==> src/rtl/loader_pkg.sv <==
// Shared types and widths for the program loader boot path.
package loader_pkg;

  localparam int unsigned WORD_W = 16;
  localparam int unsigned BYTE_W = 8;

  typedef enum logic [2:0] {
    LEN_HI,
    LEN_LO,
    DATA_HI,
    DATA_LO,
    FILL,
    RUN,
    ERR
  } state_t;

endpackage

==> src/rtl/word_assembler.sv <==
// Joins two big-endian stream bytes into a 16-bit word.
// The high byte is held in a register. The low byte passes straight through,
// so the word and its done pulse are valid on the edge that accepts the low byte.
module word_assembler
  import loader_pkg::*;
(
  input  logic              clk,
  input  logic              reset,
  input  logic              i_accept,
  input  logic              i_phase_lo,
  input  logic [BYTE_W-1:0] i_byte,
  output logic [WORD_W-1:0] o_word,
  output logic              o_done
);

  logic [BYTE_W-1:0] r_hi;

  // Capture the high byte when it is accepted.
  always_ff @(posedge clk) begin
    if (!reset) begin
      r_hi <= '0;
    end else if (i_accept && !i_phase_lo) begin
      r_hi <= i_byte;
    end
  end

  // Present the assembled word together with its completion strobe.
  always_comb begin
    o_word = {r_hi, i_byte};
    o_done = i_accept && i_phase_lo;
  end

endmodule

==> src/rtl/program_loader.sv <==
// Boot loader that receives a length-prefixed program image over a byte-wide
// valid/ready stream. It writes the image into the program ROM, zero-fills the
// remaining ROM words, and then releases the CPU from reset.
module program_loader
  import loader_pkg::*;
#(
  parameter int unsigned rom_size = 22,
  parameter int unsigned addr_w   = 16
) (
  input  logic              clk,
  input  logic              reset,
  input  logic              in_valid,
  input  logic [BYTE_W-1:0] in_data,
  output logic              in_ready,
  output logic              rom_we,
  output logic [addr_w-1:0] rom_addr,
  output logic [WORD_W-1:0] rom_wdata,
  output logic              cpu_reset,
  output logic              loaded,
  output logic              error
);

  localparam logic [addr_w:0] ROM_SIZE_X = (addr_w + 1)'(rom_size);

  state_t            r_state;
  state_t            w_state_nxt;
  logic [addr_w-1:0] r_idx;
  logic [addr_w-1:0] w_idx_nxt;
  logic [addr_w-1:0] r_n;
  logic [addr_w-1:0] w_n_nxt;
  logic              r_we;
  logic              w_we_nxt;
  logic [addr_w-1:0] r_addr;
  logic [addr_w-1:0] w_addr_nxt;
  logic [WORD_W-1:0] r_wdata;
  logic [WORD_W-1:0] w_wdata_nxt;

  logic              w_ready;
  logic              w_accept;
  logic              w_phase_lo;
  logic              w_done;
  logic [WORD_W-1:0] w_word;
  logic [addr_w:0]   w_idx_inc;
  logic              w_len_big;
  logic              w_len_zero;

  word_assembler u_asm (
    .clk        (clk),
    .reset      (reset),
    .i_accept   (w_accept),
    .i_phase_lo (w_phase_lo),
    .i_byte     (in_data),
    .o_word     (w_word),
    .o_done     (w_done)
  );

  // Handshake and status decode from the state register only.
  always_comb begin
    w_ready    = reset && ((r_state == LEN_HI) || (r_state == LEN_LO) ||
                           (r_state == DATA_HI) || (r_state == DATA_LO));
    w_accept   = in_valid && w_ready;
    w_phase_lo = (r_state == LEN_LO) || (r_state == DATA_LO);
    w_idx_inc  = {1'b0, r_idx} + (addr_w + 1)'(1);
    w_len_big  = 32'(w_word) > rom_size;
    w_len_zero = (w_word == '0);
  end

  // Next-state and next-value logic for the FSM, word index and ROM port.
  // r_idx serves as the word index k while data is loading and as the fill
  // address afterwards. Data loading finishes with k+1 == N, and filling
  // starts at address N, so the index continues without a reload.
  always_comb begin
    w_state_nxt = r_state;
    w_idx_nxt   = r_idx;
    w_n_nxt     = r_n;
    w_we_nxt    = 1'b0;
    w_addr_nxt  = r_addr;
    w_wdata_nxt = r_wdata;
    unique case (r_state)
      LEN_HI: begin
        if (w_accept) w_state_nxt = LEN_LO;
      end
      LEN_LO: begin
        if (w_done) begin
          w_idx_nxt = '0;
          if (w_len_big) begin
            w_state_nxt = ERR;
          end else if (w_len_zero) begin
            w_state_nxt = FILL;
          end else begin
            w_n_nxt     = addr_w'(w_word);
            w_state_nxt = DATA_HI;
          end
        end
      end
      DATA_HI: begin
        if (w_accept) w_state_nxt = DATA_LO;
      end
      DATA_LO: begin
        if (w_done) begin
          w_we_nxt    = 1'b1;
          w_addr_nxt  = r_idx;
          w_wdata_nxt = w_word;
          w_idx_nxt   = w_idx_inc[addr_w-1:0];
          w_state_nxt = (w_idx_inc < {1'b0, r_n}) ? DATA_HI : FILL;
        end
      end
      FILL: begin
        if ({1'b0, r_idx} < ROM_SIZE_X) begin
          w_we_nxt    = 1'b1;
          w_addr_nxt  = r_idx;
          w_wdata_nxt = '0;
          w_idx_nxt   = w_idx_inc[addr_w-1:0];
        end else begin
          w_state_nxt = RUN;
        end
      end
      RUN, ERR: begin
      end
      default: w_state_nxt = LEN_HI;
    endcase
  end

  // State register.
  always_ff @(posedge clk) begin
    if (!reset) r_state <= LEN_HI;
    else        r_state <= w_state_nxt;
  end

  // Index, length and registered ROM write port.
  always_ff @(posedge clk) begin
    if (!reset) begin
      r_idx   <= '0;
      r_n     <= '0;
      r_we    <= 1'b0;
      r_addr  <= '0;
      r_wdata <= '0;
    end else begin
      r_idx   <= w_idx_nxt;
      r_n     <= w_n_nxt;
      r_we    <= w_we_nxt;
      r_addr  <= w_addr_nxt;
      r_wdata <= w_wdata_nxt;
    end
  end

  // Drive the output ports.
  always_comb begin
    in_ready  = w_ready;
    rom_we    = r_we;
    rom_addr  = r_addr;
    rom_wdata = r_wdata;
    cpu_reset = (r_state != RUN);
    loaded    = (r_state == RUN);
    error     = (r_state == ERR);
  end

endmodule

==> config.mk <==
export PLATFORM = sky130hd
export DESIGN_NAME = program_loader
export DESIGN_NICKNAME = d
export VERILOG_FILES = /design/src/rtl/loader_pkg.sv /design/src/rtl/word_assembler.sv /design/src/rtl/program_loader.sv
export SDC_FILE = /design/constraint.sdc
export NUM_CORES = 1
export LEC_CHECK = 0
export CAP_MARGIN = 30
export CORE_UTILIZATION = 28
export DETAILED_ROUTE_END_ITERATION = 8
export SYNTH_ARGS = -nofsm -noshare
export SYNTH_HDL_FRONTEND = slang
export SYNTH_SLANG_ARGS = --single-unit
export TNS_END_PERCENT = 100
==> constraint.sdc <==
create_clock -name clk -period 2.56 [get_ports clk]
set_input_delay 0.768 -clock clk [delete_from_list [all_inputs] [get_ports clk]]
set_output_delay 0.768 -clock clk [all_outputs]
set_load 0.05 [all_outputs]
* Word level (Yosys, flattened, before mapping)
Index checks and enable logic that the tools add are counted. Widths: inputs -> output; s select.
Word-level totals: register bits after elaboration 76, bits in latches 0, RAM bits 0, bits in read-only memories 0, input port bits 11, output and inout port bits 37, logic and storage cells 67, memories 0
Operators by class: add/subtract/negate cells 1, multipliers 0, div/mod/pow operators 0, $lt $le $gt $ge 3, equal/unequal tests 13, shifts and indexed selects 0, muxes and demuxes 22, bitwise gates (word level) 3, reductions and logical operators 18
Operator list (count):
- $mux 16 | 7
- $pmux 16 s2 | 2
- $pmux 16 s3 | 1
- $mux 3 | 8
- $pmux 3 s6 | 1
- $add 16x1->17 const B | 1
- $lt 17x16->1 | 1
- $gt 16x5->1 const B | 1
- $logic_not 16->1 | 1
- $lt 16x5->1 const B | 1
- $eq 3x3->1 const B | 3
- $ne 2x1->1 const B | 4
- $reduce_and 4->1 | 2
- $eq 3x2->1 const B | 2
- $reduce_and 6->1 | 1
- $logic_and 1x1->1 | 4
- $logic_or 1x1->1 | 4
- $ne 2x2->1 const B | 2
- $eq 3x1->1 const B | 1
- $logic_not 3->1 | 1
- $ne 3x3->1 const B | 1
- $not 1->1 | 3
- $reduce_and 3->1 | 1
- $reduce_bool 3->1 | 1
- 5 further kinds | 6

* Logic depth before layout (Yosys ltp)
Gate-level depths: netlist of the first run.
depth after elaboration 9, mapped depth 11, gate-level depth less buffers 10

* By module
Synthesis of the first run repeated with hierarchy kept, for this count alone.
Unflattened totals: cell total of the unflattened synthesis 449, area, all modules 3714.8 um^2
Modules (own cells, without submodules):
- program_loader | times used 1, cells an instance 404, area each 3300.7 um^2, sequential area each 1361.3 um^2
- word_assembler | times used 1, cells an instance 45, area each 414.1 um^2, sequential area each 160.2 um^2

* Worst setup path after synthesis of the first run
No wires, ideal clock.
path kind input to output, start input port reset, end output port in_ready, data arrival time 2245 ps, slack -453 ps, cell stages on the path 4, cells stage by stage clkbuf_1 > clkbuf_1 > clkbuf_1 > nor2b_1
On the way: cells in the longest elaborated chain, start to end 1
RTL lines:
- start, declared | line program_loader.sv:11 | input logic reset,
- $logic_and 1x1->1 | line program_loader.sv:59 | w_ready = reset && ((r_state == LEN_HI) || (r_state == LEN_LO) ||
- end, declared | line program_loader.sv:14 | output logic in_ready,
Every way passes these cells.

* Final worst setup path of the first run
start register r_idx[1], end register r_state[2]
On the way: cells in the longest elaborated chain, start to end 5, elaborated cells between the ends (all ways) 8
RTL lines:
- start, declared | line program_loader.sv:27 | logic [addr_w-1:0] r_idx;
- start signal, assigned | line program_loader.sv:139 | r_idx <= w_idx_nxt;
- $add 16x1->17 | line program_loader.sv:63 | w_idx_inc = {1'b0, r_idx} + (addr_w + 1)'(1);
- $lt 17x16->1 | line program_loader.sv:105 | w_state_nxt = (w_idx_inc < {1'b0, r_n}) ? DATA_HI : FILL;
- $mux 3 | line program_loader.sv:105
- $mux 3 | line program_loader.sv:100 | if (w_done) begin
- $pmux 3 s6 | line program_loader.sv:79 | unique case (r_state)
- end signal, assigned | line program_loader.sv:127 | else r_state <= w_state_nxt;
- end, declared | line program_loader.sv:25 | state_t r_state;
Several ways; a longest one is shown, not always the timed one. The select of a mux whose other input is x is not followed. A chain may end at the register's enable or synchronous reset.

==> reports/qor.csv, run 1 <==
stage;metric;value;unit
status;status;finished, final reports clean;
clock_network;clkTransAtPathRegs;0.06;ns
global_routing;met3_usage;4.10;%
global_routing;grt_use_met2;24.1;%
global_routing;track_usage;15.0;%
critical_path;slowest_stage;dfxtp_2;
sta;min_period;2.45;ns
clock_network;clockBufferDepth;2;
critical_path;worst_r2r_path_depth;11;
global_routing;use_met1;19.4;%
detailed_routing;wl;9960;µm
worst_hold_path;min-delay-start;rom_addr[11];
sta;fmax;0.408;GHz
critical_path;critPathKind;reg -> reg;
placed_design;io_buffers;47;
critical_path;critPathLaunchType;register;
floorplanning;die_h;119;µm
global_routing;gr-total-overflow;0;
placed_design;hpwl;7050;µm
floorplanning;dieArea;14100;µm²
run;drv_cap;0;
final_layout;fin_area;5280;µm²
yosys;synthArstFlopShare;0;%
yosys;synth-seq-area-share;39.9;%
power_and_ir_drop;p_total;2.89;mW
power_and_ir_drop;p_sw_share;26.4;%
sta;fin_worst_skew;0.00883;ns
critical_path;ff2ff_setup_slack;0.11;ns
power_and_ir_drop;power_frac_seq;42.5;%
yosys;yosysWarnings;0;
global_routing;grt_first_pass_wirelength;16900;µm
final_layout;layout-drive-gt1-share;19.5;%
power_and_ir_drop;power_density;547;nW/µm²
floorplanning;dieWidth;119;µm
sta;setup_violations;0;
floorplanning;ios;48;
sta;slew_headroom;54.0;%
global_routing;grt_max_degree;81;
floorplanning;row_count;42;
floorplanning;initial_utilization;28.8;%
detailed_routing;drt-pass1-iter-count;4;
clock_network;cts_sinks;76;
final_layout;syn_to_final_growth;38.6;%
clock_network;htree_levels;3;
detailed_routing;wl_per_cell;13.8;µm
placed_design;dp_cells;701;
worst_hold_path;hold_depth;2;
yosys;syn_area_per_cell;8.44;µm²
yosys;ys_ff_latch;76;
detailed_routing;drtAntennaViolNets;0;
clock_network;insertion_delay;0.34;ns
final_layout;num_antenna_cells;0;
sta;fin_ws;0.111;ns
power_and_ir_drop;leakagePower;2.10;nW
placed_design;dpl_cell_area;4910;µm²
final_layout;final_common_cell;nand2_1;
yosys;synth-edff-count;0;
detailed_routing;drt_iter0_drc;186;
detailed_routing;vias_per_cell;4.73;
final_layout;fin_nets;565;
power_and_ir_drop;combPwrFrac;13.6;%
worst_hold_path;hold_end;rom_addr[11];
critical_path;crit_required;2.78;ns
power_and_ir_drop;p_int;2.12;mW
power_and_ir_drop;netSwitchingPower;0.763;mW
global_routing;antenna_found_initial;0;
yosys;synth_cells;451;
critical_path;max_stage_delay;0.35;ns
yosys;synthesis.nets;478;
sta;post-route-period-util;95.7;%
placed_design;gp_congestion;0.878;
yosys;synth_ff_type;dfxtp_1;
detailed_routing;drc;0;
clock_network;root_buffer;clkbuf_16;
critical_path;r2r_start;r_idx[1];
sta;fin_setup_tns;0;ns
final_layout;layout_common_cells;80 x nand2_1, 73 x dfxtp_1, 58 x buf_4;
global_routing;grt_pass1_vias;3477;
critical_path;cp-end-kind;register;
critical_path;path_cells;buf_4, nand4_1, nor4_2, xor2_1, ha_1, and3_4, a221oi_2, o21ai_1, a211oi_2, buf_4, o21ai_0;
final_layout;post-route-util;39.9;%
critical_path;crit_top_cell;buf_4;
worst_hold_path;hp-class;reg -> reg;
critical_path;r2r-end;r_state[2];
clock_network;cts_buffers;9;
yosys;synth.distinct_cells;52;
sta;tightestPinTransition;0.690;ns
sta;final_max_slew_viol_count;0;
power_and_ir_drop;vdd_drop_max;0.331;mV
clock_network;cts_tree;done;
placed_design;place_ws;-0.109;ns
sta;whs;0.446;ns
detailed_routing;route.vias.total;3403;
critical_path;cp_data_arrival_time;2.67;ns
power_and_ir_drop;pwr-share-clk;43.9;%
sta;hold_viol;0;
clock_network;holdBufCountCts;0;
global_routing;top_usage_layer;met2;
final_layout;instances_no_fill;719;
critical_path;worst-path-max-fanout;3;
yosys;syn_area;3810;µm²
floorplanning;core;13200;µm²
==> flip-flops by register name (all words and copies together) (netlist names) <==
name	flops
r_idx	16
r_n	16
r_state	3
rom_addr	16
rom_wdata	16
rom_we	1
u_asm.r_hi	8
==> cells in the mapped netlist, types with 2 or more instances <==
| master | number | area, µm² |
|---|---|---|
| buf_2 | 8 | 40.0 |
| nor2_1 | 17 | 63.8 |
| or4b_1 | 3 | 30.0 |
| o21a_1 | 4 | 30.0 |
| and3b_1 | 2 | 17.5 |
| nand4_1 | 4 | 25.0 |
| nor4_1 | 6 | 37.5 |
| o211ai_1 | 2 | 15.0 |
| o22ai_1 | 2 | 12.5 |
| and2_1 | 2 | 12.5 |
| a21o_1 | 3 | 22.5 |
| nor3_1 | 4 | 20.0 |
| a211oi_1 | 2 | 15.0 |
| nand3b_1 | 5 | 37.5 |
| or4_1 | 2 | 15.0 |
| mux2i_1 | 8 | 80.1 |
| a21oi_1 | 9 | 45.0 |
| ha_1 | 16 | 200 |
| o21ai_0 | 14 | 70.1 |
| o21ai_1 | 3 | 15.0 |
| a31o_2 | 5 | 43.8 |
| xnor2_1 | 7 | 61.3 |
| nand2_1 | 81 | 304 |
| clkbuf_1 | 21 | 78.8 |
| and4_1 | 3 | 26.3 |
| and3_1 | 12 | 75.1 |
| a21boi_0 | 8 | 60.1 |
| a21boi_1 | 34 | 255 |
| xor2_1 | 7 | 61.3 |
| nand3_1 | 28 | 140 |
| dfxtp_1 | 76 | 1520 |
| nor2b_1 | 14 | 87.6 |
| nor4_4 | 2 | 42.5 |
| o21ai_2 | 2 | 17.5 |
| inv_1 | 18 | 67.6 |
==> worst max-delay path, delay by kind of cell, from the launching register on <==
kind                     cells  cell delay [ns]
adder cells (fa/ha/maj)      1             0.26
flip-flops                   1             0.35
AND/OR/NAND/NOR              3             0.69
AO/OA/AOI/OAI                4             0.55
buffers and inverters        2             0.26
XOR/XNOR                     1             0.23
==> cells by family after synthesis <==
family | share of synthesized area (%)
adders and majority gates | 5.26
AOI/OAI and AO/OA | 17.6
and+or+nand+nor | 26.4
muxes | 2.10
DFF | 39.9
xor gates and xnor gates | 3.22
buffers and inverters | 5.39
==> per-layer routing <==
metal | vias up | share of wire, %
met5 | - | 0
met1 | 1591 | 49
met3 | 13 | 3.2
met4 | 0 | 1.8
met2 | 59 | 46
li1 | 1740 | -
==> final cells by class <==
cell class,instances,area [µm²]
fill,1377,7960
multi-input combinational,326,2200
sequential,76,1530
timing repair buffer,107,973
clock buffer,10,229
tap,176,220
inverter,18,67.6
clock inverter,6,65.1
==> how the worst max path moves through the flow <==
stage | startpoint | endpoint | slack (ns)
5_1_grt | r_idx[1] | r_state[1] | -0.05
3_3_place_gp | in_data[7] | r_n[4] | -0.08
6_report | r_idx[1] | r_state[2] | 0.11
3_5_place_dp | in_valid | r_n[4] | -0.11
2_1_floorplan | r_idx[5] | r_state[1] | 0.001
4_1_cts | r_idx[11] | r_state[1] | 0.03
==> what timing repair did <==
item / 4_1_cts / 5_1_grt
pin swaps: 4 / 7
buffers inserted: 1 / 1
gates resized for setup: 4 / 9
setup endpoints to repair: 2 / 3
cloned: 0 / 0
==> power by group through the flow <==
stage / logic, mW / clock network [mW] / registers (mW)
after floorplan: 0.197 / 0 / 1.28
after global placement: 0.387 / 0 / 1.25
after detailed placement: 0.391 / 0 / 1.25
after CTS: 0.393 / 1.30 / 1.23
after global routing: 0.426 / 1.34 / 1.23
final: 0.393 / 1.27 / 1.23
(Power assumes the default switching activity.)
==> run 2: changes to the inputs <==
Settings changed: DONT_BUFFER_PORTS from default to 1.
==> run 2 against run 1 <==
Against the previous run:
- sequential power increased by 3%
- first-iteration DRC count decreased by 27%
- global-route usage fell by 1.3 points
- critical path type unchanged
- sequential cell count is the same
- count of clock-buffer cells in the layout up 1
==> reports/qor.csv, run 2 (same netlist as run 1, synthesis figures left out) <==
stage;metric;value;unit;change
status;status;finished, final reports clean;;unchanged
sta;post-route-period-util;97.9;%;was 95.7%
critical_path;critPathLaunchType;register;;unchanged
final_layout;num_antenna_cells;0;;unchanged
critical_path;critPathKind;reg -> reg;;unchanged
sta;min_period;2.51;ns;was 2.45 ns
detailed_routing;wl;9170;µm;was 9960 µm
sta;fin_worst_skew;0.00966;ns;was 0.00883 ns
floorplanning;initial_utilization;28.8;%;unchanged
detailed_routing;route.vias.total;3229;;was 3403
critical_path;endpoint;r_state[1];;was r_state[2]
placed_design;dp_cells;637;;was 701
detailed_routing;drc;0;;unchanged
floorplanning;core;13200;µm²;unchanged
clock_network;root_buffer;clkbuf_16;;unchanged
detailed_routing;vias_per_cell;4.92;;was 4.73
final_layout;instances_no_fill;656;;was 719
placed_design;hpwl;6460;µm;was 7050 µm
critical_path;worst_r2r_path_depth;11;;unchanged
critical_path;crit_start;r_idx[0];;was r_idx[1]
sta;slew_headroom;51.9;%;was 54.0%
power_and_ir_drop;power_density;600;nW/µm²;was 547 nW/µm²
detailed_routing;drt-pass1-iter-count;4;;unchanged
final_layout;syn_to_final_growth;22.1;%;was 38.6%
power_and_ir_drop;leakagePower;1.87;nW;was 2.10 nW
detailed_routing;wl_per_cell;14.0;µm;was 13.8 µm
worst_hold_path;hp-class;reg -> reg;;unchanged
placed_design;gp_congestion;0.795;;was 0.878
sta;fin_ws;0.0536;ns;was 0.111 ns
global_routing;grt_pass1_vias;3269;;was 3477
sta;fmax;0.399;GHz;was 0.408 GHz
clock_network;htree_levels;3;;unchanged
floorplanning;row_count;42;;unchanged
clock_network;insertion_delay;0.33;ns;was 0.34 ns
global_routing;antenna_found_initial;0;;unchanged
final_layout;fin_nets;503;;was 565
final_layout;post-route-util;35.1;%;was 39.9%
critical_path;cp-end-kind;register;;unchanged
floorplanning;die_h;119;µm;unchanged
final_layout;multi_input_area;2180;µm²;was 2200 µm²
floorplanning;ios;48;;unchanged
critical_path;r2r_start;r_idx[0];;was r_idx[1]
global_routing;grt_first_pass_wirelength;15500;µm;was 16900 µm
critical_path;r2r-end;r_state[1];;was r_state[2]
critical_path;worst-path-max-fanout;3;;unchanged
critical_path;cp_data_arrival_time;2.78;ns;was 2.67 ns
clock_network;clkTransAtPathRegs;0.05;ns;was 0.06 ns
global_routing;grt_max_degree;90;;was 81
critical_path;max_stage_delay;0.35;ns;about the same
floorplanning;dieWidth;119;µm;unchanged
final_layout;final_common_cell;nand2_1;;unchanged
global_routing;gr-total-overflow;0;;unchanged
sta;hold_viol;0;;unchanged
sta;setup_violations;0;;unchanged
sta;whs;0.479;ns;was 0.446 ns
worst_hold_path;hold_depth;1;;was 2
final_layout;layout_common_cells;80 x nand2_1, 74 x dfxtp_1, 41 x buf_4;;was 80 x nand2_1, 73 x dfxtp_1, 58 x buf_4
critical_path;slowest_stage;dfxtp_2;;unchanged
critical_path;path_cells;buf_6, nand4_1, buf_6, nor4_4, xor2_1, ha_1, and3_4, a221oi_2, o21ai_1, a211oi_2, a22o_1;;was buf_4, nand4_1, nor4_2, xor2_1, ha_1, and3_4, a221oi_2, o21ai_1, a211oi_2, buf_4, o21ai_0
detailed_routing;drt_iter0_drc;136;;was 186
sta;fin_setup_tns;0;ns;unchanged
final_layout;fill_cells;1366;;was 1377
placed_design;place_ws;-0.119;ns;was -0.109 ns
critical_path;ff2ff_setup_slack;0.05;ns;was 0.11 ns
run;drv_cap;0;;unchanged
clock_network;cts_sinks;76;;unchanged
floorplanning;dieArea;14100;µm²;unchanged
final_layout;layout-drive-gt1-share;17.5;%;was 19.5%
clock_network;clockBufferDepth;2;;unchanged
sta;final_max_slew_viol_count;0;;unchanged
power_and_ir_drop;vdd_drop_max;0.378;mV;was 0.331 mV
critical_path;crit_top_cell;buf_6;;was buf_4
clock_network;cts_buffers;9;;unchanged
clock_network;cts_tree;done;;unchanged
sta;rsz0062_at_grt;yes;;
final_layout;seqCellArea;1520;µm²;was 1530 µm²
detailed_routing;drtAntennaViolNets;0;;unchanged
placed_design;io_buffers;0;;was 47
global_routing;track_usage;13.7;%;was 15.0%
sta;tightestPinTransition;0.721;ns;was 0.690 ns
critical_path;crit_required;2.83;ns;was 2.78 ns
run 2: changes by cell type in the layout (fill, tap and decap cells not counted), sizes merged:
cell / previous run / this run
clkinv: 1 / 3
dlymetal6s2s: 1 / 0
clkdlybuf4s50: 42 / 0
clkbuf: 10 / 11
buf: 64 / 45
clkinvlp: 4 / 0
run 2: worst min-delay path by stage:
| stage | start | end |
|---|---|---|
| 3_3_place_gp | r_n[12] | r_n[12] |
| 2_1_floorplan | r_n[0] | r_n[0] |
| 3_5_place_dp | r_n[9] | r_n[9] |
| 4_1_cts | r_n[15] | r_n[15] |
| 5_1_grt | r_n[6] | r_n[6] |
| 6_report | r_n[10] | r_n[10] |
run 2: metal layers:
layer / part of all wire (%) / vias to the layer above / GRT usage [%]
li1: - / 1618 / -
met1: 45 / 1534 / 16.6
met2: 47 / 65 / 22.7
met3: 5.7 / 12 / 4.92
met4: 1.3 / 0 / 4.03
met5: 0 / - / 0
run 2: layout make-up:
cell class | count | share of cell area [%]
multi-input combinational | 326 | 46.8
clock inverter | 4 | 1.05
clock buffer | 11 | 5.43
tap | 176 | 4.73
sequential | 76 | 32.8
timing repair buffer | 45 | 7.78
inverter | 18 | 1.45
run 2: metrics by stage:
step           total power, mW  instance area (µm²)
4_1_cts                   2.83                 4600
2_1_floorplan             1.48                 3870
5_1_grt                   2.91                 4650
6_report                  2.79                 4650
3_5_place_dp              1.54                 4270
3_3_place_gp              1.54                 4270
run 2: critical path: cells and delay by family (launching register included):
family                   cells  cell delay [ns]
adder cells (fa/ha/maj)      1             0.28
AO/OA/AOI/OAI                4             0.81
flip-flops                   1             0.35
AND/OR/NAND/NOR              3             0.55
buffers and inverters        2             0.25
XOR/XNOR                     1             0.22
run 2: power breakdown:
| part | leakage [nW] | internal [mW] | switching, mW |
|---|---|---|---|
| logic | 1.10 | 0.104 | 0.152 |
| registers | 0.615 | 1.21 | 0.0559 |
| clock network | 0.151 | 0.800 | 0.471 |
run 2: repair_timing:
item | 4_1_cts | 5_1_grt
pin swaps | 4 | 7
setup buffers | 1 | 3
hold buffers | 0 | 0
resized for setup | 4 | 7
setup endpoints to repair | 2 | 2
==> run 3: changes to the inputs <==
Settings changed: PLACE_DENSITY from default to 0.46.
==> run 3 against run 2 <==
Against the previous run:
- register-to-register slack lost 0.04 ns
- wire length grew 7.0%
- sequential share of layout area shrank 0.36 points
- count of clock-buffer cells in the layout shrank 1
- combinational power shrank 4%
- maximum frequency shrank 1.7%
- clock power grew 4%
==> reports/qor.csv, run 3 (same netlist as run 1, synthesis figures left out) <==
stage;metric;value;unit;change
final_layout;post-route-util;35.5;%;was 35.1%
floorplanning;dieWidth;119;µm;unchanged
global_routing;grt_max_degree;90;;unchanged
detailed_routing;wl;9820;µm;was 9170 µm
sta;setup_violations;0;;unchanged
power_and_ir_drop;p_total;2.84;mW;was 2.79 mW
placed_design;io_buffers;0;;unchanged
sta;fin_worst_skew;0.00398;ns;was 0.00966 ns
status;status;finished, final reports clean;;unchanged
detailed_routing;route.vias.total;3262;;was 3229
clock_network;clockBufferDepth;2;;unchanged
clock_network;insertion_delay;0.33;ns;about the same
sta;fmax;0.392;GHz;was 0.399 GHz
floorplanning;dieArea;14100;µm²;unchanged
detailed_routing;drt_iter0_drc;172;;was 136
floorplanning;initial_utilization;28.8;%;unchanged
detailed_routing;wl_per_cell;14.9;µm;was 14.0 µm
final_layout;layout-drive-gt1-share;18.4;%;was 17.5%
power_and_ir_drop;leakagePower;1.88;nW;was 1.87 nW
sta;tightestPinTransition;0.540;ns;was 0.721 ns
placed_design;gp_congestion;0.804;;was 0.795
sta;post-route-period-util;99.6;%;was 97.9%
global_routing;gr-total-overflow;0;;unchanged
detailed_routing;drtAntennaViolNets;0;;unchanged
critical_path;cp_data_arrival_time;2.83;ns;was 2.78 ns
power_and_ir_drop;power_density;604;nW/µm²;was 600 nW/µm²
sta;hold_viol;0;;unchanged
critical_path;critPathKind;reg -> reg;;unchanged
global_routing;antenna_found_initial;0;;unchanged
clock_network;htree_levels;3;;unchanged
final_layout;layout_common_cells;80 x nand2_1, 74 x dfxtp_1, 48 x buf_4;;was 80 x nand2_1, 74 x dfxtp_1, 41 x buf_4
power_and_ir_drop;vdd_drop_max;0.348;mV;was 0.378 mV
run;drv_cap;0;;unchanged
final_layout;instances_no_fill;661;;was 656
sta;whs;0.481;ns;was 0.479 ns
clock_network;cts_buffers;9;;unchanged
final_layout;fin_nets;508;;was 503
detailed_routing;vias_per_cell;4.93;;was 4.92
final_layout;num_antenna_cells;0;;unchanged
global_routing;grt_first_pass_wirelength;16600;µm;was 15500 µm
critical_path;critPathLaunchType;register;;unchanged
sta;min_period;2.55;ns;was 2.51 ns
final_layout;final_common_cell;nand2_1;;unchanged
sta;final_max_slew_viol_count;0;;unchanged
global_routing;track_usage;14.8;%;was 13.7%
detailed_routing;drc;0;;unchanged
placed_design;place_ws;-0.160;ns;was -0.119 ns
placed_design;hpwl;6940;µm;was 6460 µm
placed_design;dp_cells;639;;was 637
sta;fin_ws;0.00909;ns;was 0.0536 ns
clock_network;clkTransAtPathRegs;0.06;ns;was 0.05 ns
global_routing;grt_pass1_vias;3261;;was 3269
clock_network;root_buffer;clkbuf_16;;unchanged
critical_path;crit_required;2.84;ns;was 2.83 ns
floorplanning;core;13200;µm²;unchanged
sta;fin_setup_tns;0;ns;unchanged
final_layout;fin_area;4700;µm²;was 4650 µm²
worst_hold_path;hp-class;reg -> reg;;unchanged
critical_path;cp-end-kind;register;;unchanged
clock_network;cts_tree;done;;unchanged
sta;rsz0062_at_grt;yes;;unchanged
placed_design;dpl_cell_area;4290;µm²;was 4270 µm²
floorplanning;die_h;119;µm;unchanged
final_layout;syn_to_final_growth;23.5;%;was 22.1%
detailed_routing;drt-pass1-iter-count;4;;unchanged
sta;slew_headroom;64.0;%;was 51.9%
floorplanning;row_count;42;;unchanged
floorplanning;ios;48;;unchanged
clock_network;cts_sinks;76;;unchanged
critical_path;worst-path-max-fanout;5;;was 3
run 3: worst paths after layout:
check	depth (start not counted)	slack, ns	from	endpoint
worst max-delay path	12	0.009	r_idx[1]	r_state[1]
worst min-delay path	1	0.48	r_n[7]	r_n[7]
worst max register to register	12	0.009	r_idx[1]	r_state[1]
worst min register to register	1	0.48	r_n[7]	r_n[7]
run 3: where the power goes:
| group | switching, mW | internal (mW) |
|---|---|---|
| Sequential | 0.0615 | 1.21 |
| Clock | 0.476 | 0.844 |
| Combinational | 0.147 | 0.0997 |
| Total | 0.685 | 2.15 |
run 3: metal layers:
metal  vias to the layer above  track usage [%]  part of all wire (%)
met5                         -                0                     0
met4                         0             3.96                   1.4
met3                        12             4.15                   4.5
met2                        62             23.8                    47
met1                      1559             19.2                    47
li1                       1629                -                     -
run 3: worst max-delay path: stages (launching register included):
cell and delay [ns]:
dfxtp_2 0.35, ha_4 0.15, nand3_4 0.10, buf_6 0.14
nor4_4 0.32, xor2_1 0.21, ha_1 0.27, a21o_1 0.17
a221oi_2 0.22, o21ai_1 0.11, a211oi_2 0.19, buf_4 0.16
a22o_1 0.11
run 3: cell type report:
| cell class | instances | area (µm²) |
|---|---|---|
| Clock inverter | 5 | 77.6 |
| Tap cell | 176 | 220 |
| Sequential cell | 76 | 1520 |
| Timing Repair Buffer | 50 | 392 |
| Fill cell | 1407 | 8540 |
| Multi-Input combinational cell | 326 | 2190 |
| Clock buffer | 10 | 229 |
| Inverter | 18 | 67.6 |
run 3: repair_timing:
| item | CTS | global route |
|---|---|---|
| endpoints found under the setup margin | 2 | 2 |
| pin swaps | 5 | 13 |
| hold buffers | 0 | 0 |
| setup buffers | 2 | 5 |
| resized for setup | 6 | 7 |
==> RTL change 1, RTL diff (config.mk and constraints of run 3) <==
The parameter `addr_w` goes from 16 to 17.
--- a/src/rtl/program_loader.sv
+++ b/src/rtl/program_loader.sv
@@ -5,7 +5,7 @@
   import loader_pkg::*;
 #(
   parameter int unsigned rom_size = 22,
-  parameter int unsigned addr_w   = 16
+  parameter int unsigned addr_w   = 17
 ) (
   input  logic              clk,
   input  logic              reset,
Interface: changed (resized rom_addr); port bits go from 48 to 49. No check against the original RTL was run, so the function may have changed too.
==> RTL change 1 against run 3 <==
  * Global-route usage shrank 0.079 points
  * Worst setup slack gained 49 ps
  * Synthesized area increased by 0.39%
  * Total power fell by 7.9%
  * Cell count decreased by 3.5%
  * Utilization fell by 1.1 points
  * Count of clock-buffer cells in the layout stayed put
  * Routed wire length rose by 0.49%
  * Sequential cell count grew 2
  * Design area shrank 2.6%
==> RTL change 1: results (changes against run 3) <==
{| class="wikitable"
! Metric !! Value
|-
| Final hold viol count || 0 (unchanged)
|-
| Number of global-route vias before repair || 3,103 (-4.8%)
|-
| Total nets after synthesis || 474 (-0.84%)
|-
| Pre-CTS setup slack || -113.7 ps (+46.26 ps)
|-
| Worst path arrival time || 2740 ps (-90 ps)
|-
| Global-route usage over all layers || 14.68% (-0.079 points)
|-
| Vias per std cell || 4.944 (+0.17%)
|-
| Net count reported at finish || 484 (-4.7%)
|-
| Adder-cell area share of the yosys netlist || 5.236% (-0.021 points)
|-
| Cell types with the highest counts after synthesis || sky130_fd_sc_hd__nand2_1, sky130_fd_sc_hd__dfxtp_1, sky130_fd_sc_hd__a21boi_1
|-
| Clock tree skew after final layout || 9.588 ps (+5.609 ps)
|-
| DRT iter0 DRCs || 185 (+7.6%)
|-
| Largest voltage drop on the vdd net || 0.3998 mV (+15%)
|-
| Number of buffers between clock root and the deepest sink || 2 (unchanged)
|-
| Filler cell count || 1,384 (-1.6%)
|-
| Xor/xnor share of the synthesized area || 3.436% (+0.22 points)
|-
| Post-synthesis sequential area ratio || 40.84% (+0.89 points)
|-
| First-pass GRT wire length || 16,000 µm (-3.5%)
|-
| Routability congestion estimate || 0.8204 (+2.1%)
|-
| Status || finished clean
|-
| Maximum number of pins on one net before global-route repair || 76 (-16%)
|-
| Synth Area in Compound Gates || 18.23% (+0.59 points)
|-
| Leakage component of the power || 1.758 nW (-6.6%)
|-
| Area after detailed placement || 4099 µm² (-4.4%)
|-
| Top cells by area, synth || sky130_fd_sc_hd__dfxtp_1, sky130_fd_sc_hd__nand2_1, sky130_fd_sc_hd__ha_1
|-
| Number of library cell types mapped by synthesis || 49 (-5.8%)
|-
| Antenna violations before repair || 0 (unchanged)
|-
| Share of cell area taken by muxes after synthesis || 1.571% (-0.53 points)
|-
| Register cell area after layout || 1583 µm² (+3.9%)
|-
| Worst Tran Pin Value || 537.6 ps (-2.125 ps)
|-
| Source-to-sink clock delay at the later pin of the worst-skew pair || 350 ps (+20 ps)
|-
| Routed wire per std cell || 15.46 µm (+4.1%)
|-
| HPWL after detailed placement || 6869 µm (-1.0%)
|-
| Clock slew seen by the registers of the worst setup and hold paths || 60 ps (about the same)
|-
| Share of post-route cells with drive strength above 1 || 20.56% (+2.2 points)
|}
-- RTL change 1: power breakdown --
part           total, W  switching (W)  internal (W)  leakage (nW)
logic          0.000176       0.000109     0.0000666         0.998
registers       0.00125      0.0000217       0.00123         0.636
clock network   0.00119       0.000529      0.000661         0.125
total           0.00261       0.000659       0.00195          1.76
-- RTL change 1: final cells by class --
cell class                 instances  share of cell area, %
clock inverter                     6                  1.066
sequential                        78                  34.56
timing repair buffer              34                  5.574
tap                              176                  4.809
clock buffer                      10                  5.000
multi-input combinational        316                  47.51
inverter                          18                  1.475
-- RTL change 1: timing repair --
action | in CTS | in global routing
gates resized for setup | 13 | 27
buffers inserted | 2 | 2
pin swaps | 8 | 16
endpoints found under the setup margin | 2 | 2
-- RTL change 1: critical path, stage by stage (launching register included) --
cell	delay, ps
sky130_fd_sc_hd__dfxtp_4	360
sky130_fd_sc_hd__nand4_1	200
sky130_fd_sc_hd__nor3_2	280
sky130_fd_sc_hd__and3_4	230
sky130_fd_sc_hd__xor2_2	160
sky130_fd_sc_hd__ha_1	270
sky130_fd_sc_hd__a41o_1	250
sky130_fd_sc_hd__a21oi_2	120
sky130_fd_sc_hd__a2bb2oi_2	140
sky130_fd_sc_hd__nand4_1	150
sky130_fd_sc_hd__a32o_1	240
-- RTL change 1: per-stage QoR --
| stage | hold slack, ps | power, W | instances |
|---|---|---|---|
| after floorplan | 452.5 | 0.001412 | 447 |
| after global placement | 466.6 | 0.001446 | 618 |
| after detailed placement | 468.5 | 0.001448 | 618 |
| after CTS | 483.8 | 0.002657 | 636 |
| after global routing | 491.7 | 0.002726 | 638 |
| final | 481.8 | 0.002613 | 638 |
-- RTL change 1: cells by family after synthesis --
logic type	count (synthesis)
and+or+nand+nor	183
AOI/OAI and AO/OA	96
DFF	78
buffers and inverters	53
adders and majority gates	16
xor gates and xnor gates	15
muxes	6
-- RTL change 1: path summary, 6_finish.rpt --
check	start	end	slack, ps	cells after the start
worst max-delay path	r_idx[7]	r_state[2]	60	10
worst min-delay path	r_idx[6]	rom_addr[6]	480	2
worst max register to register	r_idx[7]	r_state[2]	60	10
worst min register to register	r_idx[6]	rom_addr[6]	480	2
-- RTL change 1: layer usage --
| layer | vias up | global-route usage (%) | routed length (µm) |
|---|---|---|---|
| met3 | 19 | 4.933 | 523 |
| met5 | - | 0 | 0 |
| met1 | 1502 | 17.63 | 4371 |
| met4 | 0 | 6.487 | 217 |
| met2 | 64 | 23.72 | 4752 |
| li1 | 1569 | - | - |
==> RTL change 2, RTL diff (settings of run 3) <==
Made on the original files. Encoding of `state_t`: now one-hot (7 bits for 7 states).
--- a/src/rtl/loader_pkg.sv
+++ b/src/rtl/loader_pkg.sv
@@ -4,14 +4,14 @@
   localparam int unsigned WORD_W = 16;
   localparam int unsigned BYTE_W = 8;
 
-  typedef enum logic [2:0] {
-    LEN_HI,
-    LEN_LO,
-    DATA_HI,
-    DATA_LO,
-    FILL,
-    RUN,
-    ERR
+  typedef enum logic [6:0] {
+    LEN_HI  = 7'b0000001,
+    LEN_LO  = 7'b0000010,
+    DATA_HI = 7'b0000100,
+    DATA_LO = 7'b0001000,
+    FILL    = 7'b0010000,
+    RUN     = 7'b0100000,
+    ERR     = 7'b1000000
   } state_t;
 
 endpackage
Check against the original RTL: no difference found for any inputs over 10 cycles, from zero or initial values and one cycle with reset low; not proved beyond that.
==> RTL change 2 against run 3 <==
  * The flow now finishes with violations (setup timing)
  * Routed wire length rose by 6.9%
  * Total power rose by 11%
  * Design area rose by 7.2%
  * Worst setup slack got worse by 180 ps
  * Utilization rose by 2.0 points
  * Non-clock buffer count rose by 14
  * Global-route usage rose by 0.51 points
  * Sequential cell count rose by 4
  * Largest cell class unchanged
  * Synthesized area rose by 3.1%
==> RTL change 2: results (changes against run 3) <==
{| class="wikitable"
! Metric !! Value
|-
| Status || complete, but fails checks
|-
| Violations in the final reports || setup timing
|-
| Total nets after synthesis || 506 (+5.9%)
|-
| Area used by multi-input combinational logic || 2290 µm² (+4.5%)
|-
| HPWL after detailed placement || 7582 µm (+9.2%)
|-
| Leakage component of the power || 2.101 nW (+12%)
|-
| Cell types with the highest counts after synthesis || sky130_fd_sc_hd__dfxtp_1, sky130_fd_sc_hd__nand2_1, sky130_fd_sc_hd__a21oi_1
|-
| Syn Area/Cell || 8.194 µm² (-3.0%)
|-
| Routing usage on met2 || 24.78% (+0.95 points)
|-
| Die area || 14,500 µm² (+3.0%)
|-
| Maximum number of pins on one net before global-route repair || 35 (-61%)
|-
| Area after detailed placement || 4526 µm² (+5.6%)
|-
| Clk cell area share || 6.577% (+0.058 points)
|-
| Critical R2R Capture || r_state[4]
|-
| Pre-CTS setup slack || -272.4 ps (-112.4 ps)
|-
| Non-clock buffer area fraction after layout || 10.15% (+1.8 points)
|-
| Filler cell count || 1,414 (+0.50%)
|-
| Final setup viols || 2 (+2)
|-
| Sequential cell count || 80 (+5.3%)
|-
| Max transition margin || 54.19% (-9.8 points)
|-
| Clock tree skew after final layout || 8.530 ps (+4.551 ps)
|-
| DRT iter0 DRCs || 252 (+47%)
|-
| Total power per unit cell area || 625.8 nW/µm² (+3.7%)
|-
| Worst min-delay path endpoint || r_n[8]
|-
| Routability congestion estimate || 0.8385 (+4.4%)
|-
| Number of placed instances, taps included || 680 (+6.4%)
|-
| Number of combinational gates with multiple inputs || 347 (+6.4%)
|-
| Maximum fanout along the worst path || 3 (-2)
|-
| Clock buffers || 11 (+1)
|-
| Largest voltage drop on the vdd net || 0.2969 mV (-15%)
|-
| Final Hold Slack || 480.3 ps (-1.063 ps)
|-
| Number of library cell types mapped by synthesis || 50 (-3.8%)
|-
| Number of global-route vias before repair || 3,482 (+6.8%)
|-
| Xor/xnor share of the synthesized area || 4.017% (+0.80 points)
|-
| Net count reported at finish || 547 (+7.7%)
|-
| Post-synthesis sequential area ratio || 40.80% (+0.86 points)
|-
| Least setup slack across all paths after layout || -169.2 ps (-178.3 ps)
|-
| Worst path arrival time || 2970 ps (+140 ps)
|-
| WL met1 || 4993 µm (+8.9%)
|}
RTL change 2: cell count changes in the layout (fill, tap and decap cells not counted), moves of 7 or more:
cell	before	now
sky130_fd_sc_hd__a21oi_1	9	48
sky130_fd_sc_hd__a21boi_1	34	0
sky130_fd_sc_hd__nor2_1	17	33
sky130_fd_sc_hd__buf_4	48	59
sky130_fd_sc_hd__nor2b_1	13	3
sky130_fd_sc_hd__nand2_1	80	71
sky130_fd_sc_hd__nor3_1	4	13
sky130_fd_sc_hd__dfxtp_2	2	10
sky130_fd_sc_hd__o21ai_0	11	3
sky130_fd_sc_hd__a21boi_0	8	1
sky130_fd_sc_hd__mux2i_1	8	15
RTL change 2: timing repair:
action,in CTS,in global routing
resized for setup,17,23
setup endpoints to repair,3,8
setup buffers,3,2
pin swaps,16,10
RTL change 2: where the power goes:
group          switching (W)  internal [W]
sequential         0.0000441       0.00128
combinational       0.000229      0.000179
clock               0.000519      0.000905
